--- src/rtl/mips_pipe_pkg.sv ---
// Shared control-field bit indices, FSM state type and forwarding encodings
// for the 5-stage MIPS32 pipeline controller.
package mips_pipe_pkg;

    // M control field bit positions
    localparam int unsigned MEM_READ   = 0;
    localparam int unsigned MEM_WRITE  = 1;
    localparam int unsigned BRANCH     = 2;

    // WB control field bit positions
    localparam int unsigned REG_WRITE  = 0;
    localparam int unsigned MEM_TO_REG = 1;

    // Sequencing FSM states
    typedef enum logic [1:0] {
        RUN      = 2'd0,
        MEM_WAIT = 2'd1,
        ERROR    = 2'd2
    } ctrl_state_e;

    // EX operand forwarding selects
    localparam logic [1:0] FWD_RF  = 2'b00;
    localparam logic [1:0] FWD_WB  = 2'b01;
    localparam logic [1:0] FWD_MEM = 2'b10;

endpackage

--- src/rtl/hazard_fwd_unit.sv ---
// Combinational hazard detection and EX forwarding selection.
// HAZ_FORWARD_EN: when defined, forwarding is active and only load-use stalls;
// otherwise forwarding is off and any RegWrite match in EX or MEM stalls.
module hazard_fwd_unit #(
    parameter int unsigned ADDR_SIZE = 5,
    parameter int unsigned S_WB      = 2,
    parameter int unsigned S_M       = 3
) (
    input  logic [ADDR_SIZE-1:0] id_rs,
    input  logic [ADDR_SIZE-1:0] id_rt,
    input  logic                 id_uses_rt,
    input  logic [ADDR_SIZE-1:0] ex_rs,
    input  logic [ADDR_SIZE-1:0] ex_rt,
    input  logic [ADDR_SIZE-1:0] ex_rd,
    input  logic [S_M-1:0]       ex_M,
    input  logic [S_WB-1:0]      ex_WB,
    input  logic [S_WB-1:0]      mem_WB,
    input  logic [ADDR_SIZE-1:0] mem_rd,
    input  logic [S_WB-1:0]      wb_WB,
    input  logic [ADDR_SIZE-1:0] wb_rd,
    output logic                 haz_stall_c,
    output logic [1:0]           fwd_a_c,
    output logic [1:0]           fwd_b_c
);
    import mips_pipe_pkg::*;

    // $0 is hardwired zero, so it never forms a dependency
    function automatic logic raw_match(input logic [ADDR_SIZE-1:0] src,
                                       input logic [ADDR_SIZE-1:0] dst);
        return (dst != '0) && (dst == src);
    endfunction

    logic ex_dep;
    assign ex_dep = raw_match(id_rs, ex_rd) || (id_uses_rt && raw_match(id_rt, ex_rd));

    // Bits only some build variants consume
    logic unused_ok;
    assign unused_ok = ^{ex_M, mem_WB, wb_WB, ex_rs, ex_rt, wb_rd, mem_rd};

`ifdef HAZ_FORWARD_EN
    // EX/MEM result is younger than MEM/WB, so it wins
    function automatic logic [1:0] fwd_sel(input logic [ADDR_SIZE-1:0] src);
        if (mem_WB[REG_WRITE] && raw_match(src, mem_rd)) return FWD_MEM;
        if (wb_WB[REG_WRITE] && raw_match(src, wb_rd))   return FWD_WB;
        return FWD_RF;
    endfunction

    assign haz_stall_c = ex_M[MEM_READ] && ex_WB[REG_WRITE] && ex_dep;
    assign fwd_a_c     = fwd_sel(ex_rs);
    assign fwd_b_c     = fwd_sel(ex_rt);
`else
    logic mem_dep;
    assign mem_dep = raw_match(id_rs, mem_rd) || (id_uses_rt && raw_match(id_rt, mem_rd));

    // WB writes the register file in the first half-cycle, so it never stalls
    assign haz_stall_c = (ex_WB[REG_WRITE] && ex_dep) || (mem_WB[REG_WRITE] && mem_dep);
    assign fwd_a_c     = FWD_RF;
    assign fwd_b_c     = FWD_RF;
`endif

endmodule

--- src/rtl/pipe_ctrl_unit.sv ---
// Pipeline sequencing controller: register enables/flushes, branch redirect,
// data hazard stalls and the data-memory wait/timeout FSM.
// Optional feature macro: HAZ_FORWARD_EN (EX operand forwarding).
module pipe_ctrl_unit #(
    parameter int unsigned ADDR_SIZE   = 5,
    parameter int unsigned S_WB        = 2,
    parameter int unsigned S_M         = 3,
    parameter int unsigned MEM_TIMEOUT = 15
) (
    input  logic                 clk,
    input  logic                 rst,
    input  logic [ADDR_SIZE-1:0] id_rs,
    input  logic [ADDR_SIZE-1:0] id_rt,
    input  logic                 id_uses_rt,
    input  logic [ADDR_SIZE-1:0] ex_rs,
    input  logic [ADDR_SIZE-1:0] ex_rt,
    input  logic [ADDR_SIZE-1:0] ex_rd,
    input  logic [S_M-1:0]       ex_M,
    input  logic [S_WB-1:0]      ex_WB,
    input  logic [S_M-1:0]       mem_M,
    input  logic [S_WB-1:0]      mem_WB,
    input  logic [ADDR_SIZE-1:0] mem_rd,
    input  logic                 mem_zero,
    input  logic [S_WB-1:0]      wb_WB,
    input  logic [ADDR_SIZE-1:0] wb_rd,
    input  logic                 dmem_ready,
    output logic                 dmem_req,
    output logic                 pc_en,
    output logic                 ifid_en,
    output logic                 exmem_en,
    output logic                 memwb_en,
    output logic                 ifid_flush,
    output logic                 idex_flush,
    output logic                 exmem_flush,
    output logic                 pc_src,
    output logic [1:0]           fwd_a,
    output logic [1:0]           fwd_b,
    output logic                 mem_err,
    output logic [15:0]          stall_cnt
);
    import mips_pipe_pkg::*;

    localparam int unsigned CNT_W = $clog2(MEM_TIMEOUT + 1);
    localparam logic [15:0] STALL_MAX = 16'hFFFF;

    ctrl_state_e      state, next_state;
    logic [CNT_W-1:0] wait_cnt, next_cnt;
    logic             mem_access, branch_taken, frozen;
    logic             haz_stall_c;
    logic [1:0]       fwd_a_c, fwd_b_c;

    assign mem_access   = mem_M[MEM_READ] | mem_M[MEM_WRITE];
    assign branch_taken = mem_M[BRANCH] & mem_zero;

    hazard_fwd_unit #(
        .ADDR_SIZE (ADDR_SIZE),
        .S_WB      (S_WB),
        .S_M       (S_M)
    ) u_haz (
        .id_rs       (id_rs),
        .id_rt       (id_rt),
        .id_uses_rt  (id_uses_rt),
        .ex_rs       (ex_rs),
        .ex_rt       (ex_rt),
        .ex_rd       (ex_rd),
        .ex_M        (ex_M),
        .ex_WB       (ex_WB),
        .mem_WB      (mem_WB),
        .mem_rd      (mem_rd),
        .wb_WB       (wb_WB),
        .wb_rd       (wb_rd),
        .haz_stall_c (haz_stall_c),
        .fwd_a_c     (fwd_a_c),
        .fwd_b_c     (fwd_b_c)
    );

    // FSM state and memory wait counter
    always_ff @(posedge clk or posedge rst) begin
        if (rst) begin
            state    <= RUN;
            wait_cnt <= '0;
        end else begin
            state    <= next_state;
            wait_cnt <= next_cnt;
        end
    end

    // Next state and prioritised pipeline controls: ERROR > freeze > branch > hazard
    always_comb begin
        next_state  = state;
        next_cnt    = wait_cnt;
        frozen      = 1'b0;
        dmem_req    = 1'b0;
        pc_en       = 1'b1;
        ifid_en     = 1'b1;
        exmem_en    = 1'b1;
        memwb_en    = 1'b1;
        ifid_flush  = 1'b0;
        idex_flush  = 1'b0;
        exmem_flush = 1'b0;
        pc_src      = 1'b0;
        fwd_a       = fwd_a_c;
        fwd_b       = fwd_b_c;

        unique case (state)
            RUN: begin
                dmem_req = mem_access;
                if (mem_access && !dmem_ready) begin
                    frozen   = 1'b1;
                    next_cnt = CNT_W'(1);
                    next_state = (next_cnt >= CNT_W'(MEM_TIMEOUT)) ? ERROR : MEM_WAIT;
                end
            end
            MEM_WAIT: begin
                dmem_req = mem_access;
                if (dmem_ready) begin
                    next_state = RUN;
                end else begin
                    frozen   = 1'b1;
                    next_cnt = wait_cnt + CNT_W'(1);
                    if (next_cnt >= CNT_W'(MEM_TIMEOUT)) next_state = ERROR;
                end
            end
            ERROR: begin
                frozen = 1'b1;
            end
            default: begin
                next_state = RUN;
            end
        endcase

        if (frozen) begin
            pc_en    = 1'b0;
            ifid_en  = 1'b0;
            exmem_en = 1'b0;
            memwb_en = 1'b0;
        end else if (branch_taken) begin
            pc_src      = 1'b1;
            ifid_flush  = 1'b1;
            idex_flush  = 1'b1;
            exmem_flush = 1'b1;
        end else if (state == RUN && haz_stall_c) begin
            pc_en      = 1'b0;
            ifid_en    = 1'b0;
            idex_flush = 1'b1;
        end

        if (rst) begin
            dmem_req    = 1'b0;
            pc_en       = 1'b0;
            ifid_en     = 1'b0;
            exmem_en    = 1'b0;
            memwb_en    = 1'b0;
            ifid_flush  = 1'b0;
            idex_flush  = 1'b0;
            exmem_flush = 1'b0;
            pc_src      = 1'b0;
            fwd_a       = FWD_RF;
            fwd_b       = FWD_RF;
        end
    end

    // Sticky error: only reset leaves ERROR
    assign mem_err = (state == ERROR);

    // Saturating count of PC-hold cycles
    always_ff @(posedge clk or posedge rst) begin
        if (rst) begin
            stall_cnt <= '0;
        end else if (!pc_en && stall_cnt != STALL_MAX) begin
            stall_cnt <= stall_cnt + 16'd1;
        end
    end

endmodule

--- config.mk ---
export PLATFORM = sky130hd
export DESIGN_NAME = pipe_ctrl_unit
export DESIGN_NICKNAME = d
export VERILOG_FILES = /design/src/rtl/mips_pipe_pkg.sv /design/src/rtl/hazard_fwd_unit.sv /design/src/rtl/pipe_ctrl_unit.sv
export SDC_FILE = /design/constraint.sdc
export NUM_CORES = 1
export LEC_CHECK = 0
export BUFFER_PORTS_ARGS = -buffer_cell sky130_fd_sc_hd__buf_4
export CELL_PAD_IN_SITES_DETAIL_PLACEMENT = 1
export CELL_PAD_IN_SITES_GLOBAL_PLACEMENT = 2
export CORE_MARGIN = 2
export CORE_UTILIZATION = 26
export DETAILED_ROUTE_END_ITERATION = 7
export PLACE_DENSITY = 0.92
export SYNTH_ARGS = -nofsm -noshare
export SYNTH_HDL_FRONTEND = slang
export SYNTH_SLANG_ARGS = --single-unit
--- constraint.sdc ---
create_clock -name clk -period 3.55 [get_ports clk]
set_input_delay 0.5325 -clock clk [delete_from_list [all_inputs] [get_ports clk]]
set_output_delay 0.5325 -clock clk [all_outputs]
set_load 0.01 [all_outputs]
; Yosys cells after proc, flatten, opt, wreduce, memory -nomap -nowiden
; Cells that the tools add are included.
[op_classes]
add_sub_neg = 2
order_cmp = 1
n_eq_ne = 10
muxes = 25
bitwise_logic = 3
n_reduce_logical = 23
[ops]
columns = operator, n
row1 = $eq 5x5->1, 4
row2 = $mux 1, 17
row3 = $add 16x1->16 const B, 1
row4 = $ne 16x16->1 const B, 1
row5 = $logic_and 1x1->1, 11
row6 = $reduce_bool 5->1, 2
row7 = $mux 4, 2
row8 = $pmux 4 s2, 1
row9 = $mux 2, 3
row10 = $pmux 2 s3, 1
row11 = $reduce_and 3->1, 2
row12 = $add 4x1->4 const B, 1
row13 = $ge 4x4->1 const B, 1
row14 = $ne 2x2->1 const B, 2
row15 = $logic_or 1x1->1, 3
row16 = $ne 3x3->1 const B, 1
row17 = $pmux 1 s3, 1
row18 = $eq 2x1->1 const B, 1
row19 = $eq 2x2->1 const B, 1
row20 = $logic_not 1->1, 2
row21 = $logic_not 2->1, 1
row22 = $reduce_bool 2->1, 1
row23 = $reduce_or 2->1, 1
row24 = $and 1x1->1, 1
row25 = 2 further kinds, 2
[totals]
reg_bits = 22
input_bits = 52

; Depth between registers and ports, before layout
; Gate-level depths: netlist (run 1).
[depth]
depth_word = 13
depth_mapped = 9
mapped_depth_nobuf = 7

; Cells and area by module
; A second synthesis (run 1) with hierarchy kept.
[hier_totals]
hier_cells = 163
area_unflattened_um2 = 1517.7
[by_module_without_submodules]
columns = module, n_inst, cells_each, area_per_inst_um2
row1 = pipe_ctrl_unit, 1, 124, 1226.2
row2 = hazard_fwd_unit, 1, 39, 291.5

; Worst setup path before layout (run 1)
; No wires, ideal clock.
[synth_timing]
path_kind = input to output
from = in ex_rd[1]
to = out pc_en
t_arrival_ns = 1.996
setup_slack_ns = 1.021
stages = 9
path_buffers = 3
path_cell_list = or4_1 o21ai_1 nor3_1 a22oi_2 o21ai_2 buf_6 buf_6 inv_1 buf_4
[synth_between]
elab_chain_len = 11
word_cells_on_any_way = 14
[synth_lines]
columns = item, line
row1 = "start, declared", pipe_ctrl_unit.sv:17  ; input logic [ADDR_SIZE-1:0] ex_rd,
row2 = $eq 5x5->1 or $reduce_bool 5->1 (tied branches), hazard_fwd_unit.sv:30  ; return (dst != '0) && (dst == src);
row3 = $logic_and 1x1->1, hazard_fwd_unit.sv:30
row4 = $logic_and 1x1->1, hazard_fwd_unit.sv:34  ; assign ex_dep = raw_match(id_rs, ex_rd) || (id_uses_rt && raw_match(id_rt, ex_rd));
row5 = $logic_or 1x1->1 *, hazard_fwd_unit.sv:34
row6 = $logic_and 1x1->1 *, hazard_fwd_unit.sv:56  ; assign haz_stall_c = (ex_WB[REG_WRITE] && ex_dep) || (mem_WB[REG_WRITE] && mem_dep);
row7 = $logic_or 1x1->1 *, hazard_fwd_unit.sv:56
row8 = $logic_and 1x1->1 *, pipe_ctrl_unit.sv:142  ; end else if (state == RUN && haz_stall_c) begin
row9 = $mux 1 * (4 in series), --
row10 = "end, declared", pipe_ctrl_unit.sv:28  ; output logic pc_en,
; Mark *: on every way between the ends. The rest lies on a longest branch, timed or not.

; Worst setup path after layout (run 1)
[layout_timing]
from = in ex_rd[0]
to = out pc_en
[layout_between]
elab_chain_len = 11
word_cells_on_any_way = 14
[layout_lines]
columns = item, line
row1 = $eq 5x5->1 or $reduce_bool 5->1 (tied branches), hazard_fwd_unit.sv:30
row2 = $logic_and 1x1->1, hazard_fwd_unit.sv:30
row3 = $logic_and 1x1->1, hazard_fwd_unit.sv:34
row4 = $logic_or 1x1->1 *, hazard_fwd_unit.sv:34
row5 = $logic_and 1x1->1 *, hazard_fwd_unit.sv:56
row6 = $logic_or 1x1->1 *, hazard_fwd_unit.sv:56
row7 = $logic_and 1x1->1 *, pipe_ctrl_unit.sv:142
row8 = $mux 1 *, pipe_ctrl_unit.sv:142
row9 = $mux 1 *, pipe_ctrl_unit.sv:137  ; end else if (branch_taken) begin
row10 = $mux 1 *, pipe_ctrl_unit.sv:132  ; if (frozen) begin
row11 = $mux 1 *, pipe_ctrl_unit.sv:148  ; if (rst) begin
; Marked as above.

==> impl_metrics.json, run 1 <==
{
  "pwr-share-comb": 0.343,
  "worstSetupStartpointType": "input port",
  "design.core.area_um2": 5510,
  "root_buffer": "clkbuf_8",
  "final_cell_mix": "buf_4, xnor2_1, dfrtp_1, nand2_1, nand3_1",
  "cts.sinks": 22,
  "place_inst": 278,
  "synthArstFlopShare": 1.00,
  "power.switching_uw": 272,
  "ys_ff_latch": 22,
  "worstPathRequired_ps": 3020,
  "yosysWarningCount": 0,
  "cp.depth": 8,
  "die-width_um": 79.6,
  "worstSetupPathType": "in2out",
  "drc_errors": 0,
  "yosys.area_share.simple": 0.197,
  "synthMuxAreaShare": 0.0101,
  "syn_area_um2": 1490,
  "regArea_um2": 551,
  "routabilityCongestion": 0.761,
  "synthAdderAreaFrac": 0.0252,
  "slew_viol_final": 0,
  "grt_usage": 0.122,
  "seqPwrFrac": 0.440,
  "final_common_cell": "buf_4",
  "synth_xor_area_frac": 0.188,
  "clock_path_buffers": 2,
  "grt_pass1_wl_mm": 6.24,
  "reg2reg_to": "stall_cnt[1]",
  "insertion_delay_ps": 260,
  "status": "completed",
  "dr_total_vias": 1330,
  "internal_power_uw": 561,
  "rsz0062_at_grt": "no",
  "cts_setup_buffers": 0,
  "viasPerCell": 4.72,
  "row_count": 27,
  "cts_buffers": 3,
  "ys_types": 36,
  "dr.pass1.iters": 4,
  "worst_path_largest_cell_delay_ps": 610,
  "drive_gt1_frac": 0.314,
  "antenna_found_initial": 0,
  "worstSetupStartpoint": "ex_rd[0]",
  "cts_tree": "built",
  "arrival_ps": 2200,
  "ys_seq_area_frac": 0.370,
  "grt_start_max_net_pins": 23,
  "finalSetupTns_ps": 0,
  "timing.rr.start": "state[0]",
  "p_per_area_nw_per_um2": 425,
  "hold_class": "in2async",
  "grt_pass1_vias": 1370,
  "critPathSlowestCell": "o21ai_2",
  "h-tree-depth": 1,
  "fill_cells": 672,
  "drt_iter0_drc": 21,
  "ys.flop_type": "dfrtp_1",
  "switching_share": 0.326,
  "clk_pin_slew_ps": 90,
  "syn_to_final_growth_pct": 31.7,
  "synth_top_cell_area_share": 0.370,
  "synth.avg_cell_area_um2": 9.30,
  "reg2reg_slack_ps": 1330,
  "final_nets": 266,
  "cts_resized": 0,
  "endpoint": "pc_en",
  "r2r_cells": 6,
  "fin_cells": 282,
  "io_pins": 82,
  "wl_per_cell_um": 12.7,
  "cap_violations": 0,
  "p_leak_nw": 0.918,
  "finalCritPeriodShare": 0.769,
  "gr-total-overflow": 0,
  "die_area_um2": 6340,
  "finalCriticalPeriod_ps": 2730,
  "dieHeight_um": 79.6,
  "syn_inst": 160,
  "cp-end-kind": "primary output",
  "multi_input_comb_area_um2": 828,
  "synth_top_family_by_area": "simple AND/OR/NAND/NOR gates",
  "finalHoldViolations": 0,
  "ir_worst_vdd_mv": 0.172,
  "cp_num_buf_inv": 3,
  "port_buffers": 55,
  "skew_ps": 7.37,
  "ys_top_cells_by_area": "dfrtp_1, xnor2_1, nand3_1, buf_4, nand2_1",
  "relSlewSlack": 0.423,
  "hold_buffers": 0,
  "critPathMostFrequentCell": "buf_4",
  "max_freq_mhz": 366,
  "routed_wl_mm": 3.59,
  "diodes": 0,
  "finalSetupViolCount": 0,
  "synth.largest_area_cell": "dfrtp_1",
  "tightest_slew_ps": 864,
  "path_max_fanout": 20,
  "antenna_left": 0,
  "p_clk_frac": 0.218,
  "synth_compound_area_frac": 0.126,
  "synth_edf_count": 0,
  "hpwl_mm": 2.90,
  "critPathTopFamily": "compound AO/OA/AOI/OAI gates",
  "start_util": 0.270,
  "crit_path_cell_trace": "buf_4 -> xnor2_1 -> nand4_1 -> o22ai_1 -> a22oi_2 -> o21ai_2 -> inv_1 -> buf_4"
}
-- synthesized netlist by cell type, types with 4 or more instances --
cell and count:
buf_4 8, dfrtp_1 22, xnor2_1 30, nor2_1 4
inv_1 6, a31oi_1 5, o21ai_0 6, a21oi_1 5
and3_1 7, nand3_1 13, nand2_1 13
-- sequential cells by signal, indices dropped and copies added, names as in the netlist --
name / flops
state: 2
stall_cnt: 16
wait_cnt: 4
-- power groups by stage --
stage | clock network, mW | registers [mW] | logic [mW]
floorplan | 0 | 0.374 | 0.155
global placement | 0 | 0.368 | 0.280
detailed placement | 0 | 0.372 | 0.289
CTS | 0.189 | 0.366 | 0.290
global route | 0.199 | 0.377 | 0.317
finish | 0.181 | 0.366 | 0.285
-- final cells by class --
type,count,share of cell area
flip-flops and latches,22,0.281
clock buffers,4,0.0281
well taps,72,0.0460
inverters,6,0.0115
multi-input cells,123,0.423
repair buffers,55,0.211
-- layer usage --
metal,GRT usage,part of all wire
met5,0,0
met4,0.0310,0.0053
met3,0.0181,0.050
met2,0.215,0.49
met1,0.154,0.45
-- worst min path at each step --
stage,slack [ps],start,cells after the start,end
after floorplan,510,wait_cnt[2],1,wait_cnt[2]
after global routing,530,stall_cnt[12],1,stall_cnt[12]
after CTS,500,rst,2,wait_cnt[1]
final,460,rst,2,wait_cnt[1]
after global placement,490,stall_cnt[9],1,stall_cnt[9]
after detailed placement,500,stall_cnt[9],1,stall_cnt[9]
-- per-stage QoR --
stage	hold WS, ps	setup slack (ps)	cell area (um^2)	power (mW)	util
after floorplan	510	1020	1500	0.529	-
after CTS	501	788	1960	0.846	0.356
after detailed placement	500	793	1900	0.661	0.346
after global routing	533	625	1960	0.893	0.356
final	461	819	1960	0.832	0.356
after global placement	492	788	1900	0.648	0.346
-- cells by family after synthesis --
logic type	Yosys count
adders and majority gates	3
buffers and inverters	18
xor gates and xnor gates	32
muxes	1
and+or+nand+nor	55
DFF	22
other	1
AOI/OAI and AO/OA	28
Note: power is estimated with default switching activity, not from simulation.
==> run 2: changes to the inputs <==
--- a/config.mk
+++ b/config.mk
@@ -5,13 +5,14 @@
 export SDC_FILE = /design/constraint.sdc
 export NUM_CORES = 1
 export LEC_CHECK = 0
+export ABC_AREA = 1
 export BUFFER_PORTS_ARGS = -buffer_cell sky130_fd_sc_hd__buf_4
 export CELL_PAD_IN_SITES_DETAIL_PLACEMENT = 1
 export CELL_PAD_IN_SITES_GLOBAL_PLACEMENT = 2
 export CORE_MARGIN = 2
-export CORE_UTILIZATION = 26
+export CORE_UTILIZATION = 21
 export DETAILED_ROUTE_END_ITERATION = 7
-export PLACE_DENSITY = 0.92
+export PLACE_DENSITY = 0.83
 export SYNTH_ARGS = -nofsm -noshare
 export SYNTH_HDL_FRONTEND = slang
 export SYNTH_SLANG_ARGS = --single-unit
==> constraint.sdc (replaced) <==
create_clock -name clk -period 2.42 [get_ports clk]
set_input_delay 0.363 -clock clk [delete_from_list [all_inputs] [get_ports clk]]
set_output_delay 0.363 -clock clk [all_outputs]
set_load 0.01 [all_outputs]
==> impl_metrics.json, run 2 <==
{
  "finalSetupViolCount": 0,
  "p_leak_nw": 1.35,
  "grt_pass1_vias": 1879,
  "ys.flop_type": "dfrtp_1",
  "largest_register": "stall_cnt",
  "finalSetupTns_ps": 0,
  "reg2reg_slack_ps": 570,
  "rsz0062_at_grt": "no",
  "cap_violations": 0,
  "cts_tree": "built",
  "synth_top_cell_area_share": 0.304,
  "hold_buffers": 0,
  "grt_usage": 0.113,
  "row_count": 33,
  "synthArstFlopShare": 1.00,
  "fill_cells": 1061,
  "ys_ff_latch": 22,
  "cts_buffers": 3,
  "ys_seq_area_frac": 0.304,
  "antenna_left": 0,
  "final_nets": 386,
  "worst_path_largest_cell_delay_ps": 450,
  "diodes": 0,
  "cts_setup_buffers": 0,
  "status": "completed",
  "worstPathRequired_ps": 2060,
  "critPathTopFamily": "flip-flops",
  "skew_ps": 3.68,
  "hold_class": "in2async",
  "grt_pass1_wl_mm": 9.00,
  "drive_gt1_frac": 0.255,
  "design.core.area_um2": 8300,
  "cts.sinks": 22,
  "p_per_area_nw_per_um2": 520,
  "timing.rr.start": "stall_cnt[0]",
  "ir_worst_vdd_mv": 0.207,
  "clock_path_buffers": 2,
  "dieHeight_um": 96.9,
  "drt_iter0_drc": 27,
  "finalCritPeriodShare": 0.857,
  "max_freq_mhz": 482,
  "crit_path_cell_trace": "o21ai_2 -> inv_2 -> nor3_4 -> inv_1 -> nor2_1 -> buf_4",
  "antenna_found_initial": 0,
  "start_util": 0.218,
  "worstSetupPathType": "reg2out",
  "finalHoldViolations": 0,
  "reg2reg_to": "stall_cnt[1]",
  "root_buffer": "clkbuf_8",
  "viasPerCell": 4.21,
  "synth.avg_cell_area_um2": 6.54,
  "r2r_cells": 9,
  "cts_resized": 0,
  "dr_total_vias": 1827,
  "die_area_um2": 9380,
  "path_max_fanout": 6,
  "largest_reg_flops": 16,
  "cp-end-kind": "primary output",
  "wl_per_cell_um": 12.0,
  "routed_wl_mm": 5.22,
  "routabilityCongestion": 0.789,
  "hold_slack_ps": 166,
  "reg_top3": "stall_cnt x16, wait_cnt x4, state x2",
  "place_inst": 431,
  "synth.largest_area_cell": "dfrtp_1",
  "hpwl_mm": 4.17,
  "cp_num_buf_inv": 3,
  "io_pins": 82,
  "syn_inst": 277,
  "gr-total-overflow": 0,
  "syn_area_um2": 1810,
  "ys_types": 28,
  "clk_pin_slew_ps": 80,
  "ys_top_cells_by_area": "dfrtp_1, nand2_1, nand3_1, inv_1, nor2_1",
  "yosys-top-cells-count": "nand2_1, inv_1, nand3_1",
  "dr.pass1.iters": 6,
  "drc_errors": 0,
  "worstSetupStartpointType": "flip-flop",
  "grt_start_max_net_pins": 23,
  "critPathSlowestCell": "dfrtp_1",
  "final_cell_mix": "nand2_1, buf_4, inv_1, nand3_1, dfrtp_1",
  "die-width_um": 96.9,
  "fin_cells": 434,
  "synth_edf_count": 0,
  "yosysWarningCount": 0,
  "final_common_cell": "nand2_1",
  "finalCriticalPeriod_ps": 2070,
  "arrival_ps": 1710,
  "port_buffers": 55,
  "h-tree-depth": 1,
  "yosysMostFrequentCell": "nand2_1",
  "syn_to_final_growth_pct": 29.2,
  "insertion_delay_ps": 270,
  "slew_viol_final": 0
}
run 2: changes by cell type in the layout (fill, tap and decap cells not counted), sizes merged, moves of 8 or more:
| cell | previous run | this run |
|---|---|---|
| nand2 | 14 | 114 |
| xnor2 | 30 | 8 |
| nor2 | 4 | 25 |
| inv | 6 | 40 |
| and3 | 8 | 0 |
| nand3 | 13 | 26 |
run 2: cell type report:
class	count	area, um^2	share of cell area
inverters	40	150	0.0642
flip-flops and latches	22	551	0.235
clock buffers	3	41.3	0.0177
well taps	105	131	0.0562
repair buffers	57	428	0.183
multi-input cells	207	1040	0.444
run 2: worst max path at each step:
stage,slack [ps],startpoint,to,depth (start not counted)
2_1_floorplan,510,mem_M[1],pc_en,9
3_3_place_gp,450,mem_M[1],pc_src,9
3_5_place_dp,400,ex_rd[0],stall_cnt[1],15
4_1_cts,310,state[0],exmem_flush,6
5_1_grt,190,state[0],ifid_flush,6
6_report,350,state[0],exmem_flush,6
run 2: power by group:
group	internal (mW)	leakage, nW	switching [mW]
logic	0.213	1.03	0.233
clock network	0.112	0.0216	0.129
registers	0.437	0.293	0.0911
total	0.761	1.35	0.454
run 2: kinds of logic after synthesis:
group	after synthesis	synth area share
AND/OR/NAND/NOR	175	0.439
buffers and inverters	51	0.129
AO/OA/AOI/OAI	10	0.0325
XOR/XNOR	15	0.0726
flip-flops	22	0.304
adder cells (fa/ha/maj)	3	0.0207
other	1	0.00207
run 2: per-stage QoR:
| stage | cell area (um^2) | util | setup slack (ps) | power (mW) |
|---|---|---|---|---|
| 2_1_floorplan | 1820 | - | 507 | 0.798 |
| 3_3_place_gp | 2300 | 0.277 | 448 | 0.966 |
| 3_5_place_dp | 2300 | 0.277 | 404 | 0.995 |
| 4_1_cts | 2340 | 0.282 | 306 | 1.24 |
| 5_1_grt | 2340 | 0.282 | 193 | 1.32 |
| 6_report | 2340 | 0.282 | 347 | 1.22 |
run 2: worst min-delay path, stage by stage:
cell	delay (ps)
buf_4	130
inv_1	50
buf_4	300
run 2: metal layers:
metal  share of wire  vias up  GRT usage
met5               0        -          0
met4          0.0056        0     0.0195
met3           0.035        2     0.0195
met2            0.49       39      0.193
met1            0.47      847      0.151
li1                -      939          -
